--- src/rtl/kulisch_log_pkg.sv ---
// Shared definitions for the Kulisch accumulator to log-domain read-out path:
// default geometry, derived widths, exponent limits, the result record and
// the constant generator for the log2 mantissa table.
package kulisch_log_pkg;

   localparam int M                  = 5;
   localparam int F                  = 4;
   localparam int ACC_NON_FRAC       = 16;
   localparam int ACC_FRAC           = 16;
   localparam int LINEAR_TO_LOG_BITS = 8;
   localparam int SCAN_CHUNK         = 8;

   localparam int ACC_W   = ACC_NON_FRAC + ACC_FRAC;
   localparam int S       = (ACC_W + SCAN_CHUNK - 1) / SCAN_CHUNK;
   localparam int EXP_W   = M + F;
   localparam int EXP_MAX = (1 << (EXP_W - 1)) - 1;
   localparam int EXP_MIN = -(1 << (EXP_W - 1));

   // Wide enough to hold (2^lbits + x)^(2^(fbits+1)) for the default geometry
   localparam int T_POW_W = 512;

   typedef struct packed {
      logic             sign;
      logic             zero;
      logic             inf;
      logic [EXP_W-1:0] exp;
   } log_result_t;

   // T(x) = round-half-up(log2(1 + x/2^lbits) * 2^fbits), computed exactly:
   // with v = 2^lbits + x, floor(log2(v^(2^(fbits+1)))) - lbits*2^(fbits+1)
   // equals floor(2^(fbits+1) * log2(1 + x/2^lbits)), i.e. the log scaled by
   // one extra bit; adding one and halving gives the rounded table value.
   function automatic int t_value(input int x, input int lbits, input int fbits);
      logic [T_POW_W-1:0] p;
      int                 msb;
      p = T_POW_W'(x) + (T_POW_W'(1) << lbits);
      for (int i = 0; i < fbits + 1; i++) begin
         p = p * p;
      end
      msb = $clog2(p + T_POW_W'(1)) - 1;
      return (msb - lbits * (1 << (fbits + 1)) + 1) >>> 1;
   endfunction

endpackage

--- src/rtl/linear_to_log_table.sv ---
// Combinational ROM mapping the mantissa bits below the leading one to the
// fractional log2 correction T(x). Entries are F+1 bits so T(x) = 2^F fits.
module linear_to_log_table
   import kulisch_log_pkg::*;
#(
   parameter int LBITS = LINEAR_TO_LOG_BITS,
   parameter int FBITS = F
) (
   input  logic [LBITS-1:0] x,
   output logic [FBITS:0]   t
);

   logic [FBITS:0] rom [2**LBITS];

   for (genvar gi = 0; gi < 2**LBITS; gi++) begin : g_rom
      localparam logic [FBITS:0] TV = (FBITS + 1)'(t_value(gi, LBITS, FBITS));
      assign rom[gi] = TV;
   end

   assign t = rom[x];

endmodule

--- src/rtl/kulisch_to_log_convert.sv ---
// Converts a finished two's-complement Kulisch accumulator into an unpacked
// log-domain number. One conversion at a time with a fixed S+3 cycle latency:
// ABS -> SCAN (S cycles, chunked leading-one search) -> NORM -> LUT -> DONE.
module kulisch_to_log_convert #(
   parameter int M                  = kulisch_log_pkg::M,
   parameter int F                  = kulisch_log_pkg::F,
   parameter int ACC_NON_FRAC       = kulisch_log_pkg::ACC_NON_FRAC,
   parameter int ACC_FRAC           = kulisch_log_pkg::ACC_FRAC,
   parameter int LINEAR_TO_LOG_BITS = kulisch_log_pkg::LINEAR_TO_LOG_BITS,
   parameter int SCAN_CHUNK         = kulisch_log_pkg::SCAN_CHUNK,
   parameter int SATURATE_MAX       = 1
) (
   input  logic                                 clock,
   input  logic                                 reset,
   input  logic                                 in_valid,
   output logic                                 in_ready,
   input  logic [ACC_NON_FRAC+ACC_FRAC-1:0]     acc_in,
   input  logic                                 acc_overflow,
   output logic                                 out_valid,
   input  logic                                 out_ready,
   output logic                                 out_sign,
   output logic                                 out_zero,
   output logic                                 out_inf,
   output logic [M+F-1:0]                       out_exp
);

   import kulisch_log_pkg::*;

   localparam int AW    = ACC_NON_FRAC + ACC_FRAC;
   localparam int NS    = (AW + SCAN_CHUNK - 1) / SCAN_CHUNK;
   localparam int SW    = NS * SCAN_CHUNK;
   localparam int PAD   = SW - AW;
   localparam int PW    = $clog2(AW);
   localparam int CW    = $clog2(NS + 1);
   localparam int EW    = M + F;
   localparam int LB    = LINEAR_TO_LOG_BITS;
   localparam int E_MAX = (1 << (EW - 1)) - 1;
   localparam int E_MIN = -(1 << (EW - 1));

   localparam logic [EW-1:0] EXP_MAX_V = EW'(E_MAX);
   localparam logic [EW-1:0] EXP_MIN_V = EW'(E_MIN);

   localparam logic [2:0] ST_IDLE = 3'd0;
   localparam logic [2:0] ST_ABS  = 3'd1;
   localparam logic [2:0] ST_SCAN = 3'd2;
   localparam logic [2:0] ST_NORM = 3'd3;
   localparam logic [2:0] ST_LUT  = 3'd4;
   localparam logic [2:0] ST_DONE = 3'd5;

   logic [2:0]    state_reg;
   logic [AW-1:0] acc_reg;
   logic          ovf_reg;
   logic          sign_reg;
   logic [AW-1:0] mag_reg;
   logic [SW-1:0] scan_reg;
   logic [CW-1:0] cnt_reg;
   logic          found_reg;
   logic [PW-1:0] pos_reg;
   logic [LB-1:0] x_reg;
   log_result_t   result_reg;

   logic [AW-1:0] mag_next;
   logic          chunk_hit;
   logic [PW-1:0] chunk_pos;
   logic [AW-1:0] norm_shift;
   logic [LB-1:0] x_next;
   logic [F:0]    t_val;
   int            exp_full;
   log_result_t   result_next;

   // Magnitude of the captured accumulator; the most negative value maps to
   // 2^(AW-1), which still fits as an unsigned AW-bit number
   always_comb begin
      mag_next = acc_reg[AW-1] ? ((~acc_reg) + AW'(1)) : acc_reg;
   end

   // Highest set bit within the chunk currently at the top of the scan window,
   // translated back to a bit position of the magnitude
   always_comb begin
      chunk_hit = 1'b0;
      chunk_pos = '0;
      for (int k = SCAN_CHUNK - 1; k >= 0; k--) begin
         if (!chunk_hit && scan_reg[SW-SCAN_CHUNK+k]) begin
            chunk_hit = 1'b1;
            chunk_pos = PW'(AW - SCAN_CHUNK + k - int'(cnt_reg) * SCAN_CHUNK);
         end
      end
   end

   // Move the leading one to the MSB; the next LB bits form the table index,
   // with zeros shifted in when fewer bits exist below the leading one
   always_comb begin
      norm_shift = mag_reg << (PW'(AW - 1) - pos_reg);
      x_next     = LB'(norm_shift >> (AW - 1 - LB));
   end

   linear_to_log_table #(
      .LBITS (LB),
      .FBITS (F)
   ) u_table (
      .x (x_reg),
      .t (t_val)
   );

   // Full-range exponent, then the special cases in priority order:
   // overflow, zero, too large, too small
   always_comb begin
      exp_full    = (int'(pos_reg) - ACC_FRAC) * (1 << F) + int'(t_val);
      result_next = '0;
      if (ovf_reg || (found_reg && exp_full > E_MAX)) begin
         result_next.sign = sign_reg;
         if (SATURATE_MAX != 0) begin
            result_next.exp = EXP_MAX_V;
         end else begin
            result_next.inf = 1'b1;
         end
      end else if (!found_reg) begin
         result_next.zero = 1'b1;
      end else if (exp_full < E_MIN) begin
         result_next.sign = sign_reg;
         result_next.exp  = EXP_MIN_V;
      end else begin
         result_next.sign = sign_reg;
         result_next.exp  = EW'(exp_full);
      end
   end

   // Conversion sequencer and datapath registers
   always_ff @(posedge clock or posedge reset) begin
      if (reset) begin
         state_reg  <= ST_IDLE;
         acc_reg    <= '0;
         ovf_reg    <= 1'b0;
         sign_reg   <= 1'b0;
         mag_reg    <= '0;
         scan_reg   <= '0;
         cnt_reg    <= '0;
         found_reg  <= 1'b0;
         pos_reg    <= '0;
         x_reg      <= '0;
         result_reg <= '0;
      end else begin
         case (state_reg)
            ST_IDLE: begin
               if (in_valid) begin
                  acc_reg   <= acc_in;
                  ovf_reg   <= acc_overflow;
                  state_reg <= ST_ABS;
               end
            end
            ST_ABS: begin
               sign_reg  <= acc_reg[AW-1];
               mag_reg   <= mag_next;
               scan_reg  <= SW'(mag_next) << PAD;
               cnt_reg   <= '0;
               found_reg <= 1'b0;
               pos_reg   <= '0;
               state_reg <= ST_SCAN;
            end
            ST_SCAN: begin
               if (!found_reg && chunk_hit) begin
                  found_reg <= 1'b1;
                  pos_reg   <= chunk_pos;
               end
               scan_reg <= scan_reg << SCAN_CHUNK;
               cnt_reg  <= cnt_reg + CW'(1);
               if (cnt_reg == CW'(NS - 1)) begin
                  state_reg <= ST_NORM;
               end
            end
            ST_NORM: begin
               x_reg     <= x_next;
               state_reg <= ST_LUT;
            end
            ST_LUT: begin
               result_reg <= result_next;
               state_reg  <= ST_DONE;
            end
            ST_DONE: begin
               if (out_ready) begin
                  state_reg <= ST_IDLE;
               end
            end
            default: state_reg <= ST_IDLE;
         endcase
      end
   end

   assign in_ready  = (state_reg == ST_IDLE);
   assign out_valid = (state_reg == ST_DONE);
   assign out_sign  = result_reg.sign;
   assign out_zero  = result_reg.zero;
   assign out_inf   = result_reg.inf;
   assign out_exp   = result_reg.exp;

endmodule
--- config.mk ---
export PLATFORM = sky130hd
export DESIGN_NAME = kulisch_to_log_convert
export DESIGN_NICKNAME = d
export VERILOG_FILES = /design/src/rtl/kulisch_log_pkg.sv /design/src/rtl/linear_to_log_table.sv /design/src/rtl/kulisch_to_log_convert.sv
export SDC_FILE = /design/constraint.sdc
export NUM_CORES = 1
export LEC_CHECK = 0
export ABC_AREA = 1
export BUFFER_PORTS_ARGS = -buffer_cell sky130_fd_sc_hd__buf_2
export CORE_MARGIN = 4
export CORE_UTILIZATION = 40
export CTS_CLUSTER_DIAMETER = 40
export CTS_CLUSTER_SIZE = 8
export DETAILED_ROUTE_END_ITERATION = 10
export HOLD_SLACK_MARGIN = 0.15
export PLACE_DENSITY = 0.55
export SKIP_LAST_GASP = 1
export SYNTH_ARGS = -nofsm -noshare
export SYNTH_HDL_FRONTEND = slang
export SYNTH_SLANG_ARGS = --single-unit
--- constraint.sdc ---
create_clock -name clock -period 8.5 [get_ports clock]
set_clock_uncertainty 0.1 [all_clocks]
set_input_delay 1.7 -clock clock [delete_from_list [all_inputs] [get_ports clock]]
set_output_delay 1.7 -clock clock [all_outputs]
set_load 0.02 [all_outputs]
# Word-level counts from Yosys, hierarchy flattened
# Memory sizes are Yosys's and may differ from the RTL's.
# Index checks and enable logic that the tools add are counted.
# totals
ff_bits	129
romBits	1280
wordCells	102
mem_count	1
# classes
addsub	13
n_lt_le_gt_ge	3
n_eq_ne	10
shifts	1
mux	36
bitwise	2
reduce_logical	23
# memory_table
memory	words	word_bits	read_ports	rd_ports_with_merged_regs	write_ports	line	text
(no name shown)	256	5	1	0	0	linear_to_log_table.sv:20	assign t = rom[x];
# ops
operator	count
case mux 32 bit (2 select lines)	1
two-way mux 5 bit	11
subtractor 5 bit (first input constant)	9
adder 32 x 1 -> 32 bit (second input constant)	1
two-way mux 32 bit	1
inverter 32 bit	1
<< shifter 32 x 5 -> 31 bit	1
two-way mux 9 bit	3
case mux 3 bit (6 select lines)	1
two-way mux 1 bit	13
adder 10 x 6 -> 11 bit	1
greater-than comparator 11 x 9 -> 1 bit (second input constant)	1
less-than comparator 11 x 9 -> 1 bit (second input constant)	1
case mux 5 bit (2 select lines)	1
== test 3 x 2 -> 1 bit (second input constant)	3
greater-or-equal comparator 9 bit (second input constant)	1
logical AND 1 bit	9
two-way mux 3 bit	3
inverter 8 -> 9 bit	1
zero test 1 bit	8
== test 3 bit (second input constant)	2
!= test 2 bit (second input constant)	3
case mux 3 bit (2 select lines)	1
subtractor 5 x 5 -> 6 bit (second input constant)	1
9 further kinds	10

# Depth between registers and ports, before layout
# Gate-level depths: netlist of the first run.
# depth
word_depth	25
depth_mapped	14

# Hierarchy
# A second synthesis of the first run with hierarchy kept.
# hier_totals
hier_cells	1114
hier_area_um2	7602.3
# modules_own_cells
module	instances	cells_per_inst	area_each_um2	seq_area_each_um2
kulisch_to_log_convert	1	1042	7267.0	3203.1
linear_to_log_table	1	72	335.3	0.0

# Least setup slack after synthesis of the first run
# No wires, ideal clock.
# synth_timing
path_type	register -> output
start	register state_reg[2]
end	output out_valid
t_arrival_ps	1038
required_time_ps	6700
setup_slack_ps	5662
path_stages_with_launch	3
path_cell_list	dfrtp_1 inv_2 nor3_1
# synth_via
elab_chain_cells	1
# synth_rtl
item	line	text
start, declared	kulisch_to_log_convert.sv:50	logic [2:0] state_reg;
start signal, assigned	kulisch_to_log_convert.sv:131	state_reg <= ST_IDLE;
start signal, assigned	kulisch_to_log_convert.sv:148	state_reg <= ST_ABS;
start signal, assigned	kulisch_to_log_convert.sv:158	state_reg <= ST_SCAN;
== test 3 bit	kulisch_to_log_convert.sv:190	assign out_valid = (state_reg == ST_DONE);
end, declared	kulisch_to_log_convert.sv:19	output logic out_valid,
# No other way between the ends.

# Worst setup path in the final report of the first run
# layout_timing
start	register state_reg[1]
end	output in_ready
# layout_via
elab_chain_cells	1
# layout_rtl
item	line	text
zero test 3 bit	kulisch_to_log_convert.sv:189	assign in_ready = (state_reg == ST_IDLE);
end, declared	kulisch_to_log_convert.sv:16	output logic in_ready,
# No other way between the ends.

==> results of run 1 <==
## layout make-up
| type | count | area, µm² |
|---|---|---|
| fill | 1917 | 9740 |
| multi-input combinational | 764 | 3570 |
| clock inverter | 13 | 209 |
| sequential | 128 | 3200 |
| timing repair buffer | 54 | 283 |
| inverter | 110 | 415 |
| clock buffer | 19 | 443 |
| tap | 229 | 287 |
## through the flow
step / power [W] / hold slack (ps)
2_1_floorplan: 0.00224 / 342
3_3_place_gp: 0.00260 / 362
3_5_place_dp: 0.00261 / 369
4_1_cts: 0.00343 / 383
5_1_grt: 0.00374 / 427
6_report: 0.00341 / 377
## where the power goes
group / switching (W) / internal [W]
registers: 0.000212 / 0.000896
clock network: 0.000277 / 0.000530
logic: 0.00102 / 0.000475
## worst max-delay path: stages (launching register included)
cell and delay [ps]:
dfrtp_1 460, nor2_1 160, nand2_1 100, inv_2 80, buf_2 160
## placed cells by master (no fill, tap or decap), types with 3 or more instances in the layout
master and instances:
nand2_1 287, dfrtp_1 128, nand3_1 112, nor2_1 108, inv_1 98, o21ai_0 91, a21oi_1 58, buf_2 49
o21ai_1 23, clkbuf_16 17, o211ai_1 15, inv_2 11, nand4_1 10, o22ai_1 7, nor2_2 6, ha_1 5
bufinv_16 5, buf_4 5, a31oi_1 4, nand2_2 4, nor3_1 4, xor2_1 3, clkinv_2 3
## cell families (layout without fill, tap and decap cells)
kind of cell / after synthesis / in the layout / share of synthesized area [%]
other: 1 / 1 / 0.0504
AND/OR/NAND/NOR: 545 / 545 / 31.3
buffers and inverters: 154 / 196 / 8.85
multiplexers: 2 / 2 / 0.303
flip-flops: 128 / 128 / 43.1
AO/OA/AOI/OAI: 208 / 208 / 15.2
XOR/XNOR: 3 / 3 / 0.354
adder cells (fa/ha/maj): 5 / 5 / 0.842
## worst paths after layout
check                              from     endpoint  cells after the start
hold / removal              scan_reg[1]  scan_reg[1]                      2
setup / recovery           state_reg[1]     in_ready                      4
hold reg to reg             scan_reg[1]  scan_reg[1]                      2
max in group asynchronous         reset     x_reg[0]                      3
setup reg to reg             pos_reg[2]     x_reg[4]                      7
min in group asynchronous         reset   acc_reg[3]                      2
## metal layers
metal / vias up / track usage (%)
met2: 137 / 31.6
met1: 3108 / 28.8
met4: 0 / 5.89
met3: 25 / 3.60
li1: 3481 / -
met5: - / 0
==> results.toml, run 1 <==
[final_layout]
fin_area_um2 = 8410
nets = 1117
layout-drive-gt1-share_pct = 11.0
final_cells = 1317
syn2layout_area_growth_pct = 13.2
final_util_pct = 46.4
antenna_cells = 0

[yosys]
synth_warnings = 0
async_flop_share_pct = 100
syn_area_um2 = 7430
synthFlopType = "dfrtp_1"
synth_edf_count = 0
ys_top_cells_by_area = "dfrtp_1 43%, nand2_1 14%, nand3_1 7.5%"
syn_nets = 1088
yosysTopAreaCell = "dfrtp_1"
yosysTopAreaCellShare_pct = 43.1
synth_cells = 1046
synth.avg_cell_area_um2 = 7.11
ys_seq_area_share_pct = 43.1
synth.most_common_cell = "nand2_1"
synth_seq_cells = 128
ys_top_cells_by_count = "287 x nand2_1, 128 x dfrtp_1, 112 x nand3_1"
yosys.cell_types.count = 44

[route]
m1WireLength_um = 9410
highest_layer = "met4"
ant_nets = 0
via_count = 6751
wl_um = 19400
wl_per_cell_um = 14.8
drt-pass1-iter-count = 5
drc = 0
viasPerCell = 5.13
wl_met2_um = 8960
dr.first_iter.drc_count = 475
wl_met3_um = 704

[place]
post_dp_cell_area_um2 = 7760
portBuffers = 49
post-place-ws_ps = 5050
placed_cells = 1285
hpwl_um = 14200
gp_congestion = 0.844

[timing]
setup_viol = 0
relSlewSlack_pct = 43.1
max_freq_mhz = 315
fin_crit_sh_pct = 37.3
maxSlewViolCount = 0
rsz0062_at_grt = "false"
setup-tns-final_ps = 0
period_minus_slack_ps = 3170
timing.final.ws_setup_ps = 5330
hold_viol_final = 0
tightest_slew_ps = 853

[clock_tree]
post_cts_resize_count = 0
holdBufCountCts = 0
path_clk_slew_ps = 60
clockBufferDepth = 2
post_cts_buffers = 0
clockRootBuffer = "clkbuf_16"
cts_buffers = 17
clock_latency_ps = 410
clock_sinks = 128
cts_tree = "built"
htree_num_levels = 4

[floorplanning]
core_um2 = 18100
dieArea_um2 = 20800
start_util_pct = 41.0
die_x_um = 144
die_h_um = 144
io_pins = 51
rows = 49

[pwr]
peakVddDrop_uv = 158
p_leak_nw = 4.12
cellPowerDensity_nw_per_um2 = 405

[hold_path]
min_path_type = "flop to flop"

[grt]
antenna_found_initial = 0
grt_overflow = 0
grt_pass1_wl_um = 33500
grtUsageTotal_pct = 20.2
grt_pass1_vias = 6580
grt_max_degree = 68

[setup_path]
critical_path_required_ps = 6700
end_kind = "output pin"
path_class = "flop to output pin"
crit_path_start_kind = "flop"
worstPathMaxFanout = 6
worstPathArrival_ps = 1370
r2r_slack_ps = 5890

[run]
cap_viol_max_count = 0

[run_status]
status = "finished, final reports clean"
(Power assumes the default switching activity.)
==> inputs of run 2 (changes only) <==
--- a/config.mk
+++ b/config.mk
@@ -13,7 +13,7 @@
 export CTS_CLUSTER_SIZE = 8
 export DETAILED_ROUTE_END_ITERATION = 10
 export HOLD_SLACK_MARGIN = 0.15
-export PLACE_DENSITY = 0.55
+export PLACE_DENSITY = 0.57
 export SKIP_LAST_GASP = 1
 export SYNTH_ARGS = -nofsm -noshare
 export SYNTH_HDL_FRONTEND = slang
==> constraint.sdc (replaced) <==
create_clock -name clock -period 2.9 [get_ports clock]
set_clock_uncertainty 0.1 [all_clocks]
set_input_delay 0.58 -clock clock [delete_from_list [all_inputs] [get_ports clock]]
set_output_delay 0.58 -clock clock [all_outputs]
set_load 0.02 [all_outputs]
==> results.toml, run 2 (synthesis results as in run 1) <==
[run_status]
status = "finished, final reports clean"

[route]
drt-pass1-iter-count = 7
viasPerCell = 5.07
wl_met2_um = 8970
via_count = 6707
drc = 0
wl_met3_um = 559
ant_nets = 0
wl_per_cell_um = 14.6
m1WireLength_um = 9580
highest_layer = "met4"
wl_um = 19300
dr.first_iter.drc_count = 439

[setup_path]
worstPathMaxFanout = 7
critical_path_required_ps = 3160
path_class = "flop to flop"
crit_path_start_kind = "flop"
worstPathArrival_ps = 2590
end_kind = "flop"
crit_chain = "nand2_1, nand2_1, nand4_1, nor2_1, ha_1, ha_1, nand3_1, inv_1, a31oi_2, nor2_2, inv_1, nand3_1"
r2r_slack_ps = 570
cpMaxStageDelayCell = "dfrtp_1"
crit_buf_inv = 2
crit_family = "simple AND/OR/NAND/NOR gates"
slowest_delay_ps = 440

[final_layout]
layout_common_cells = "287 x nand2_1, 128 x dfrtp_1, 112 x nand3_1"
layout-drive-gt1-share_pct = 11.3
nets = 1124
antenna_cells = 0
mostFrequentLayoutCell = "nand2_1"
syn2layout_area_growth_pct = 13.7
fillers = 1909
regArea_um2 = 3200
multi_input_area_um2 = 3570

[timing]
setup_viol = 0
rsz0062_at_grt = "false"
setup-tns-final_ps = 0
fin_crit_sh_pct = 80.4
max_freq_mhz = 429
hold_viol_final = 0
relSlewSlack_pct = 48.3
period_minus_slack_ps = 2330
maxSlewViolCount = 0
hold_slack_ps = 187
tightest_slew_ps = 775

[floorplanning]
io_pins = 51
rows = 49
dieArea_um2 = 20800
start_util_pct = 41.0
die_h_um = 144
die_x_um = 144
core_um2 = 18100

[clock_tree]
cts_tree = "built"
clock_sinks = 128
clockRootBuffer = "clkbuf_16"
htree_num_levels = 4
clock_latency_ps = 420
cts_buffers = 17
path_clk_slew_ps = 60
clockBufferDepth = 2
post_cts_buffers = 0
post_cts_resize_count = 0
holdBufCountCts = 0

[grt]
grtUsageTotal_pct = 19.9
grt_pass1_vias = 6407
grt_pass1_wl_um = 32800
grt_overflow = 0
antenna_found_initial = 0
grt_max_degree = 65

[place]
hpwl_um = 14200
portBuffers = 49
gp_congestion = 0.890

[pwr]
p_leak_nw = 4.14
peakVddDrop_uv = 577
cellPowerDensity_nw_per_um2 = 1170

[run]
cap_viol_max_count = 0

[hold_path]
min_path_type = "input port to async pin"
-- run 2: cell count changes in the layout (fill, tap and decap cells not counted), moves of 2 or more --
| cell | change |
|---|---|
| buf_4 | +4 |
| bufinv_16 | -2 |
| buf_12 | +3 |
| clkbuf_8 | +3 |
| clkbuf_1 | +2 |
-- run 2: metrics by stage --
step | instance area (µm²) | instances | total power [W] | setup WS [ps] | utilization (%)
after floorplan | 7440 | 1046 | 0.00655 | 639 | -
after global placement | 7850 | 1292 | 0.00768 | 632 | 43.3
after detailed placement | 7850 | 1292 | 0.00770 | 560 | 43.3
after CTS | 8450 | 1322 | 0.00993 | 548 | 46.6
after global routing | 8450 | 1322 | 0.0108 | 250 | 46.6
final | 8450 | 1322 | 0.00987 | 570 | 46.6
-- run 2: cell type report --
| type | instances | share of cell area [%] |
|---|---|---|
| multi-input cells | 764 | 42.3 |
| inverters | 110 | 4.93 |
| clock buffers | 24 | 5.82 |
| flip-flops and latches | 128 | 37.9 |
| clock inverters | 6 | 1.24 |
| repair buffers | 61 | 4.41 |
| well taps | 229 | 3.39 |
-- run 2: per-layer routing --
| metal | global-route usage [%] | vias up |
|---|---|---|
| li1 | - | 3494 |
| met1 | 28.1 | 3081 |
| met2 | 32.2 | 119 |
| met3 | 3.57 | 13 |
| met4 | 4.66 | 0 |
| met5 | 0 | - |
-- run 2: report_power, final --
group	switching, W	leakage, nW	internal [W]	total (W)
sequential	0.000610	1.55	0.00263	0.00324
combinational	0.00300	2.29	0.00144	0.00444
clock	0.000762	0.296	0.00143	0.00219
total	0.00437	4.14	0.00550	0.00987
-- run 2: worst reg2reg max path, stage by stage (launching register included) --
cell	delay, ps
dfrtp_1	440
nand2_1	110
nand2_1	90
nand4_1	100
nor2_1	200
ha_1	200
ha_1	180
nand3_1	110
inv_1	130
a31oi_2	140
nor2_2	250
inv_1	130
nand3_1	100
-- run 2: worst paths after layout --
check,end,depth (start not counted),from
max reg2reg,out_exp[3],12,x_reg[2]
min reg2reg,out_sign,2,out_sign
min in group clock,acc_reg[11],2,acc_in[11]
max,out_exp[3],12,x_reg[2]
min,x_reg[0],2,reset
max in group asynchronous,acc_reg[10],3,reset
